File: src/rtl/sqrt_arbiter_if.sv
// Requester-side request/response channels shared by N_REQ clients of the sqrt arbiter.
// The master modport is the requester side; the slave modport is the arbiter side.
interface sqrt_arbiter_if #(
  parameter int N_REQ = 4,
  parameter int W     = 64
);
  logic [N_REQ-1:0]   req_valid;
  logic [N_REQ-1:0]   req_ready;
  logic [N_REQ*W-1:0] req_rad;
  logic [N_REQ-1:0]   resp_valid;
  logic [N_REQ-1:0]   resp_ready;
  logic [W-1:0]       resp_root;
  logic [W-1:0]       resp_rem;
  logic               resp_err;

  modport master (
    output req_valid, req_rad, resp_ready,
    input  req_ready, resp_valid, resp_root, resp_rem, resp_err
  );

  modport slave (
    input  req_valid, req_rad, resp_ready,
    output req_ready, resp_valid, resp_root, resp_rem, resp_err
  );
endinterface

File: src/rtl/sqrt_arbiter.sv
// Round-robin arbiter sharing one iterative square-root unit among N_REQ requesters,
// with start sequencing, completion detection, response return and a completion watchdog.
module sqrt_arbiter #(
  parameter int N_REQ   = 4,
  parameter int W       = 64,
  parameter int TIMEOUT = 63
) (
  input  logic          clk,
  input  logic          rst,
  sqrt_arbiter_if.slave bus,
  output logic          sqrt_start,
  output logic [W-1:0]  sqrt_rad,
  input  logic          sqrt_busy,
  input  logic          sqrt_valid,
  input  logic [W-1:0]  sqrt_root,
  input  logic [W-1:0]  sqrt_rem,
  output logic          timeout_err
);
  localparam int PTR_W = (N_REQ > 1) ? $clog2(N_REQ) : 1;
  localparam int CNT_W = $clog2(TIMEOUT + 1);

  typedef enum logic [1:0] {S_IDLE, S_LAUNCH, S_WAIT, S_RESP} state_t;

  state_t           r_state;
  state_t           w_state_nxt;
  logic [PTR_W-1:0] r_ptr;
  logic [PTR_W-1:0] r_owner;
  logic [PTR_W-1:0] w_gnt_idx;
  logic             w_gnt_found;
  logic [W-1:0]     w_gnt_rad;
  logic [N_REQ-1:0] w_req_ready;
  logic             w_req_hs;
  logic             w_resp_hs;
  logic             w_done;
  logic             w_tmo;
  logic [CNT_W-1:0] r_wait_cnt;
  logic             r_start;
  logic [W-1:0]     r_sqrt_rad;
  logic [N_REQ-1:0] r_resp_valid;
  logic [W-1:0]     r_resp_root;
  logic [W-1:0]     r_resp_rem;
  logic             r_resp_err;
  logic             r_timeout_err;

  function automatic logic [N_REQ-1:0] onehot(input logic [PTR_W-1:0] idx);
    logic [N_REQ-1:0] v;
    v      = '0;
    v[idx] = 1'b1;
    return v;
  endfunction

  always_ff @(posedge clk) begin
    if (rst) r_state <= S_IDLE;
    else     r_state <= w_state_nxt;
  end

  always_comb begin
    w_state_nxt = r_state;
    case (r_state)
      S_IDLE:   if (w_req_hs) w_state_nxt = S_LAUNCH;
      S_LAUNCH: w_state_nxt = S_WAIT;
      S_WAIT:   if (w_done || w_tmo) w_state_nxt = S_RESP;
      S_RESP:   if (w_resp_hs) w_state_nxt = S_IDLE;
      default:  w_state_nxt = S_IDLE;
    endcase
  end

  // Scan downward so the requester closest to r_ptr is the last (winning) assignment.
  always_comb begin
    w_gnt_found = 1'b0;
    w_gnt_idx   = '0;
    for (int i = N_REQ - 1; i >= 0; i--) begin
      if (bus.req_valid[PTR_W'((int'(r_ptr) + i) % N_REQ)]) begin
        w_gnt_found = 1'b1;
        w_gnt_idx   = PTR_W'((int'(r_ptr) + i) % N_REQ);
      end
    end
    w_gnt_rad = '0;
    for (int k = 0; k < N_REQ; k++) begin
      if (w_gnt_idx == PTR_W'(k)) w_gnt_rad = bus.req_rad[k*W +: W];
    end
    w_req_ready = '0;
    if (r_state == S_IDLE && w_gnt_found && !rst) w_req_ready = onehot(w_gnt_idx);
    w_req_hs  = |w_req_ready;
    w_resp_hs = (r_state == S_RESP) && bus.resp_ready[r_owner];
    w_done    = !sqrt_busy && sqrt_valid;
    w_tmo     = (r_wait_cnt == CNT_W'(TIMEOUT));
  end

  always_ff @(posedge clk) begin
    if (rst) begin
      r_ptr         <= '0;
      r_owner       <= '0;
      r_wait_cnt    <= '0;
      r_start       <= 1'b0;
      r_sqrt_rad    <= '0;
      r_resp_valid  <= '0;
      r_resp_root   <= '0;
      r_resp_rem    <= '0;
      r_resp_err    <= 1'b0;
      r_timeout_err <= 1'b0;
    end else begin
      r_start <= (w_state_nxt == S_LAUNCH);
      case (r_state)
        S_IDLE: begin
          if (w_req_hs) begin
            r_sqrt_rad <= w_gnt_rad;
            r_owner    <= w_gnt_idx;
          end
        end
        S_LAUNCH: r_wait_cnt <= '0;
        S_WAIT: begin
          r_wait_cnt <= r_wait_cnt + 1'b1;
          // Completion wins over a timeout landing in the same cycle.
          if (w_done) begin
            r_resp_root  <= sqrt_root;
            r_resp_rem   <= sqrt_rem;
            r_resp_err   <= 1'b0;
            r_resp_valid <= onehot(r_owner);
          end else if (w_tmo) begin
            r_resp_root   <= '0;
            r_resp_rem    <= '0;
            r_resp_err    <= 1'b1;
            r_resp_valid  <= onehot(r_owner);
            r_timeout_err <= 1'b1;
          end
        end
        S_RESP: begin
          if (w_resp_hs) begin
            r_resp_valid <= '0;
            r_ptr        <= (r_owner == PTR_W'(N_REQ - 1)) ? '0 : r_owner + 1'b1;
          end
        end
        default: ;
      endcase
    end
  end

  assign bus.req_ready  = w_req_ready;
  assign bus.resp_valid = r_resp_valid;
  assign bus.resp_root  = r_resp_root;
  assign bus.resp_rem   = r_resp_rem;
  assign bus.resp_err   = r_resp_err;
  assign sqrt_start     = r_start;
  assign sqrt_rad       = r_sqrt_rad;
  assign timeout_err    = r_timeout_err;
endmodule

File: src/flat_wrapper.sv
// flat-port wrapper written by rule: the top's interface ports become plain ports
module sqrt_arbiter_flat 
#(
  parameter int N_REQ   = 4,
  parameter int W       = 64,
  parameter int TIMEOUT = 63
)
  (clk, rst, sqrt_start, sqrt_rad, sqrt_busy, sqrt_valid, sqrt_root, sqrt_rem, timeout_err, bus_req_valid, bus_req_rad, bus_resp_ready, bus_req_ready, bus_resp_valid, bus_resp_root, bus_resp_rem, bus_resp_err);
  sqrt_arbiter_if #(.N_REQ(N_REQ), .W(W)) bus_i ();
  input  logic clk;
  input  logic rst;
  output logic sqrt_start;
  output logic [W-1:0] sqrt_rad;
  input  logic sqrt_busy;
  input  logic sqrt_valid;
  input  logic [W-1:0] sqrt_root;
  input  logic [W-1:0] sqrt_rem;
  output logic timeout_err;
  input wire logic [$bits(bus_i.req_valid)-1:0] bus_req_valid;
  input wire logic [$bits(bus_i.req_rad)-1:0] bus_req_rad;
  input wire logic [$bits(bus_i.resp_ready)-1:0] bus_resp_ready;
  output wire logic [$bits(bus_i.req_ready)-1:0] bus_req_ready;
  output wire logic [$bits(bus_i.resp_valid)-1:0] bus_resp_valid;
  output wire logic [$bits(bus_i.resp_root)-1:0] bus_resp_root;
  output wire logic [$bits(bus_i.resp_rem)-1:0] bus_resp_rem;
  output wire logic [$bits(bus_i.resp_err)-1:0] bus_resp_err;
  assign bus_i.req_valid = bus_req_valid;
  assign bus_i.req_rad = bus_req_rad;
  assign bus_i.resp_ready = bus_resp_ready;
  assign bus_req_ready = bus_i.req_ready;
  assign bus_resp_valid = bus_i.resp_valid;
  assign bus_resp_root = bus_i.resp_root;
  assign bus_resp_rem = bus_i.resp_rem;
  assign bus_resp_err = bus_i.resp_err;
  sqrt_arbiter #(.N_REQ(N_REQ), .W(W), .TIMEOUT(TIMEOUT)) u_core (.clk(clk), .rst(rst), .bus(bus_i), .sqrt_start(sqrt_start), .sqrt_rad(sqrt_rad), .sqrt_busy(sqrt_busy), .sqrt_valid(sqrt_valid), .sqrt_root(sqrt_root), .sqrt_rem(sqrt_rem), .timeout_err(timeout_err));
endmodule
File: config.mk
export PLATFORM = sky130hd
export DESIGN_NAME = sqrt_arbiter_flat
export DESIGN_NICKNAME = d
export VERILOG_FILES = /design/src/rtl/sqrt_arbiter_if.sv /design/src/rtl/sqrt_arbiter.sv /design/src/flat_wrapper.sv
export SDC_FILE = /design/constraint.sdc
export NUM_CORES = 1
export LEC_CHECK = 0
export BUFFER_PORTS_ARGS = -buffer_cell sky130_fd_sc_hd__buf_2
export CAP_MARGIN = 20
export CORE_AREA = 4 4 230 232
export CTS_CLUSTER_DIAMETER = 150
export DETAILED_ROUTE_END_ITERATION = 8
export DIE_AREA = 0 0 234 236
export GPL_ROUTABILITY_DRIVEN = 0
export SYNTH_ARGS = -nofsm -noshare
export SYNTH_HDL_FRONTEND = slang
export SYNTH_SLANG_ARGS = --single-unit
File: constraint.sdc
create_clock -name clk -period 2.45 [get_ports clk]
set_clock_uncertainty 0.15 [all_clocks]
set_input_delay 0.245 -clock clk [delete_from_list [all_inputs] [get_ports clk]]
set_output_delay 0.245 -clock clk [all_outputs]
set_load 0.02 [all_outputs]
; ---- Yosys cells after proc, flatten, opt, wreduce, memory -nomap -nowiden
; Cells that the tools add are included.
[classes]
n_eq_ne = 11
add_sub_neg = 5
magnitude_cmp = 8
multipliers = 0
n_reduce_logical = 20
n_mux = 46
n_shift = 0
bitwise_logic = 1
div = 0
[ops]
columns = cell, count
row1 = $mux 64, 7
row2 = $mux 1, 17
row3 = $lt 2x4->1 const B, 4
row4 = $mux 2, 8
row5 = $mux 4, 4
row6 = $pmux 6 s2, 1
row7 = $bmux 1 s2, 5
row8 = $eq 2x2->1 const B, 5
row9 = $pmux 2 s4, 1
row10 = $pmux 4 s2, 1
row11 = $add 6x1->6 const B, 1
row12 = $eq 2x1->1 const B, 3
row13 = $eq 6x6->1 const B, 1
row14 = $logic_and 1x1->1, 6
row15 = $lt 2x3->1 const B, 2
row16 = $reduce_and 2->1, 3
row17 = $reduce_and 3->1, 2
row18 = $reduce_bool 2->1, 3
row19 = $add 2x1->2 const B, 2
row20 = $add 2x2->2 const B, 2
row21 = $demux 1 s2, 2
row22 = $ge 2x1->1 const B, 2
row23 = $logic_not 2->1, 2
row24 = $reduce_or 4->1, 1
row25 = other kinds (5), 6
[totals]
mem_bits_ro = 0
output_inout_bits = 203
elab_cells = 102
memories = 0
ff_bits = 211
ramBits = 0
latch_bits = 0
inputBits = 396

; ---- Longest topological paths before layout
[depth]
ltp_word = 17
depth_mapped = 9
mapped_depth_nobuf = 7

; ---- Worst setup path after synthesis
; No wires, ideal clock.
[synth_path]
path_kind = in2out
startpoint = input bus_req_valid[0]
endpoint = output bus_req_ready[1]
t_required_ns = 2.055
t_arrival_ns = 1.798
path_stages = 6
path_slack_ns = 0.257
n_path_buf = 2
cell_sequence = buf_2 -> nor2b_4 -> o21ba_1 -> a211o_1 -> clkbuf_1 -> nor3_1
[synth_between]
elab_chain_len = 12
word_cells_on_any_way = 28
cone_classes = order compare (2) / mux (23) / reduce/logical (3)
[synth_lines]
columns = element, line_no
row1 = from (decl), flat_wrapper.sv:19  ; input wire logic [$bits(bus_i.req_valid)-1:0] bus_req_valid;
row2 = $bmux 1 s2, sqrt_arbiter.sv:73  ; if (bus.req_valid[PTR_W'((int'(r_ptr) + i) % N_REQ)]) begin
row3 = $mux 1 (implied by the code) (2 in series), sqrt_arbiter.sv:73
row4 = $mux 2 (4 in series), sqrt_arbiter.sv:73
row5 = $lt 2x3->1 (implied by the code) or $ge 2x1->1 (tied branches), sqrt_arbiter.sv:48  ; v[idx] = 1'b1;
row6 = $logic_and 1x1->1 (implied by the code), sqrt_arbiter.sv:48
row7 = $mux 1 (implied by the code), sqrt_arbiter.sv:48
row8 = $demux 1 s2, --
row9 = $mux 4 *, sqrt_arbiter.sv:83  ; if (r_state == S_IDLE && w_gnt_found && !rst) w_req_ready = onehot(w_gnt_idx);
row10 = to (decl), flat_wrapper.sv:22  ; output wire logic [$bits(bus_i.req_ready)-1:0] bus_req_ready;
; Every way passes the cells marked *; elsewhere a longest branch is shown, timed or not. The select of a mux whose other input is x is not followed.

; ---- Final worst setup path
[layout_path]
startpoint = register u_core.r_ptr[0]
endpoint = output bus_req_ready[2]
[layout_between]
elab_chain_len = 13
word_cells_on_any_way = 31
cone_classes = add/sub (3) / order compare (2) / mux (23) / reduce/logical (3)
[layout_lines]
columns = element, line_no
row1 = from (decl), sqrt_arbiter.sv:26  ; logic [PTR_W-1:0] r_ptr;
row2 = from (signal assigned), sqrt_arbiter.sv:131  ; r_ptr <= (r_owner == PTR_W'(N_REQ - 1)) ? '0 : r_owner + 1'b1;
row3 = $add 2x2->2, "sqrt_arbiter.sv:73, sqrt_arbiter.sv:75"
row4 = $bmux 1 s2, sqrt_arbiter.sv:73
row5 = $mux 1 (implied by the code) (2 in series), sqrt_arbiter.sv:73
row6 = $mux 2 (4 in series), sqrt_arbiter.sv:73
row7 = $lt 2x3->1 (implied by the code) or $ge 2x1->1 (tied branches), sqrt_arbiter.sv:48
row8 = $logic_and 1x1->1 (implied by the code), sqrt_arbiter.sv:48
row9 = $mux 1 (implied by the code), sqrt_arbiter.sv:48
row10 = $demux 1 s2, --
row11 = $mux 4 *, sqrt_arbiter.sv:83
; Marks and branches as above.

==> flow_summary.json <==
{
  "ys_types": 44,
  "hold_ws_ns": 0.0379,
  "nets": 2623,
  "switching_share_pct": 33.6,
  "setup_viol": 0,
  "grt_util_met3_pct": 4.26,
  "grt_max_degree": 141,
  "syn_inst": 1297,
  "drtPass1Iterations": 8,
  "ys.warnings.count": 0,
  "io_buffers": 598,
  "finalCritPeriodShare_pct": 97.6,
  "cp.arrival_ns": 2.00,
  "die_y_um": 236,
  "combPwrFrac_pct": 33.0,
  "syn_to_final_growth_pct": 84.4,
  "dp_hpwl_mm": 33.4,
  "worstMarginPinSlew_ns": 0.895,
  "drt_iter0_markers": 826,
  "fin_util_pct": 37.1,
  "period_needed_ns": 2.39,
  "tritoncts": "done",
  "slew_headroom_pct": 40.3,
  "power_frac_seq_pct": 33.8,
  "die_area_um2": 55200,
  "wl_per_cell_um": 17.7,
  "rsz0062_at_grt": "yes",
  "hold_depth": 4,
  "final_cell_mix": "buf_2, dlygate4sd3_1, dfxtp_1, a21oi_1, nand2_1",
  "ys.flop_type": "dfxtp_1",
  "route.detailed.drc": 0,
  "synth-edff-count": 0,
  "max_cap_violations": 0,
  "synth_area_per_cell_um2": 7.91,
  "rows": 83,
  "cp-end-kind": "output port",
  "leakage_nw": 8.25,
  "final_common_cell": "buf_2",
  "nFillCells": 4967,
  "antenna_found_initial": 1,
  "cellPowerDensity_nw_per_um2": 653,
  "ios": 599,
  "via_per_inst": 4.75,
  "met2_usage_pct": 29.1,
  "p_int_mw": 8.20,
  "start_kind": "flop",
  "grt_pass1_vias": 13857,
  "maxSlewViolCount": 0,
  "crit_type": "reg2out",
  "clock.fmax_mhz": 418,
  "clk_path_buf_depth": 3,
  "layout-drive-gt1-share_pct": 33.0,
  "clkPwrFrac_pct": 33.2,
  "clk_pin_slew_ns": 0.06,
  "postRouteWirelength_mm": 51.7,
  "synthArstFlopShare_pct": 0,
  "antenna_left": 0,
  "tritoncts.num_buffers": 25,
  "hold_viol": 0,
  "required_ns": 2.06,
  "postSynthRegisterBits": 211,
  "ys_seq_area_share_pct": 41.2,
  "cts_root_buf": "clkbuf_16",
  "htreeDepth": 1,
  "synth_nets": 1703,
  "core_area_um2": 51000,
  "vdd_ir_drop_max_uv": 533,
  "rr_worst_depth": 7,
  "min_path_type": "in2reg",
  "grt_pass1_wl_mm": 75.7,
  "worst-path-max-fanout": 19,
  "dieWidth_um": 234,
  "insertion_delay_ns": 0.53,
  "globalRouteMet1Util_pct": 18.8,
  "grt.busiest_layer": "met2",
  "vias": 13859,
  "power.switching_mw": 4.15,
  "cts.sinks": 211,
  "syn_area_um2": 10300,
  "start_util_pct": 20.1,
  "outcome": "completed",
  "grt_overflow": 0,
  "grt_usage_pct": 16.9
}
[critical path, cell delays in order (launching register included)]
cell,delay (ns)
dfxtp_2,0.41
nor2b_4,0.07
o221ai_2,0.42
buf_8,0.25
nand2_1,0.06
nor2_1,0.08
buf_2,0.17
[worst paths after layout]
kind,start,slack (ns),to
setup reg to reg,u_core.r_ptr[0],0.06,u_core.sqrt_rad[56]
hold / removal,bus_req_rad[181],0.04,u_core.sqrt_rad[53]
setup / recovery,u_core.r_ptr[0],0.06,bus_req_ready[2]
hold reg to reg,u_core.bus.resp_valid[1],0.31,u_core.bus.resp_valid[1]
[power groups by stage]
stage	Clock [mW]	Sequential [mW]	Combinational, mW
finish	4.10	4.18	4.08
global route	4.31	4.23	4.37
CTS	4.22	4.18	3.98
detailed placement	0	4.25	3.47
global placement	0	4.23	3.41
floorplan	0	4.74	1.48
[cell type report]
cell class                      instances  area [um^2]  area share, %
Tap cell                              680          851           4.50
Sequential cell                       211         4230           22.4
Clock buffer                           35          733           3.88
Clock inverter                          9          175          0.926
Inverter                               31          116          0.615
Timing Repair Buffer                 1017         7310           38.7
Multi-Input combinational cell        931         5490           29.0
Antenna cell                            3         7.51         0.0397
[metal layers]
metal / wire length [um] / up-vias
li1: - / 6435
met1: 19000 / 6361
met2: 24600 / 867
met3: 4930 / 194
met4: 3200 / 2
met5: 8 / -
[repair_timing]
item | in CTS | in global routing
hold buffers | 372 | 0
pin swaps | 2 | 1
resized for setup | 9 | 12
cloned | 1 | 2
setup endpoints to repair | 4 | 16
buffers inserted | 3 | 7
hold endpoints to repair | 193 | 0
[cell usage after synthesis, types with 2 or more instances]
cell / number / area (um^2)
dfxtp_1: 211 / 4220
a21oi_1: 174 / 871
nand2_1: 171 / 642
nand3_1: 153 / 766
clkbuf_1: 95 / 357
o21ai_0: 93 / 465
nor2_1: 90 / 338
mux2i_1: 65 / 651
inv_1: 31 / 116
nand4_1: 26 / 163
a311o_1: 24 / 240
nor3b_1: 24 / 180
o41ai_2: 22 / 358
nor3_1: 21 / 105
buf_2: 18 / 90.1
a2bb2oi_1: 16 / 140
ha_1: 10 / 125
buf_1: 6 / 22.5
nand2b_1: 4 / 25.0
nor2b_1: 4 / 25.0
or3b_2: 4 / 35.0
buf_4: 3 / 22.5
o41ai_1: 3 / 26.3
or3_1: 3 / 18.8
xor2_1: 3 / 26.3
a21o_1: 2 / 15.0
buf_6: 2 / 22.5
o21bai_1: 2 / 15.0
o31ai_1: 2 / 15.0
[metrics by stage]
stage | std cells | setup TNS, ns | cell area, um^2 | power, mW | setup WS [ns]
after CTS | 2905 | 0 | 18800 | 12.4 | 0.00719
after floorplan | 1297 | 0 | 10300 | 6.23 | 0.257
final | 2917 | 0 | 18900 | 12.4 | 0.0589
after detailed placement | 2485 | 0 | 14100 | 7.72 | 0.162
after global routing | 2914 | -0.176 | 18900 | 12.9 | -0.0542
after global placement | 2484 | 0 | 14000 | 7.64 | 0.0475
[registers in the layout, summed over array words and instances (netlist names)]
name and count:
u_core.bus.resp_valid 4, u_core.r_ptr 2, u_core.sqrt_start 1, u_core.bus.resp_root 64
u_core.r_wait_cnt 6, u_core.bus.resp_err 1, u_core.r_state 2, u_core.timeout_err 1
u_core.bus.resp_rem 64, u_core.r_owner 2, u_core.sqrt_rad 64
[kinds of logic (layout without fill, tap and decap cells)]
logic type,Yosys count,in the layout,synth area share [%]
AOI/OAI and AO/OA,349,349,22.0
buffers and inverters,155,1092,6.15
DFF,211,211,41.2
other,0,3,0
and+or+nand+nor,502,502,22.6
xor gates and xnor gates,4,4,0.341
muxes,66,66,6.56
adders and majority gates,10,10,1.22
Power figures use the tool's default switching activity.
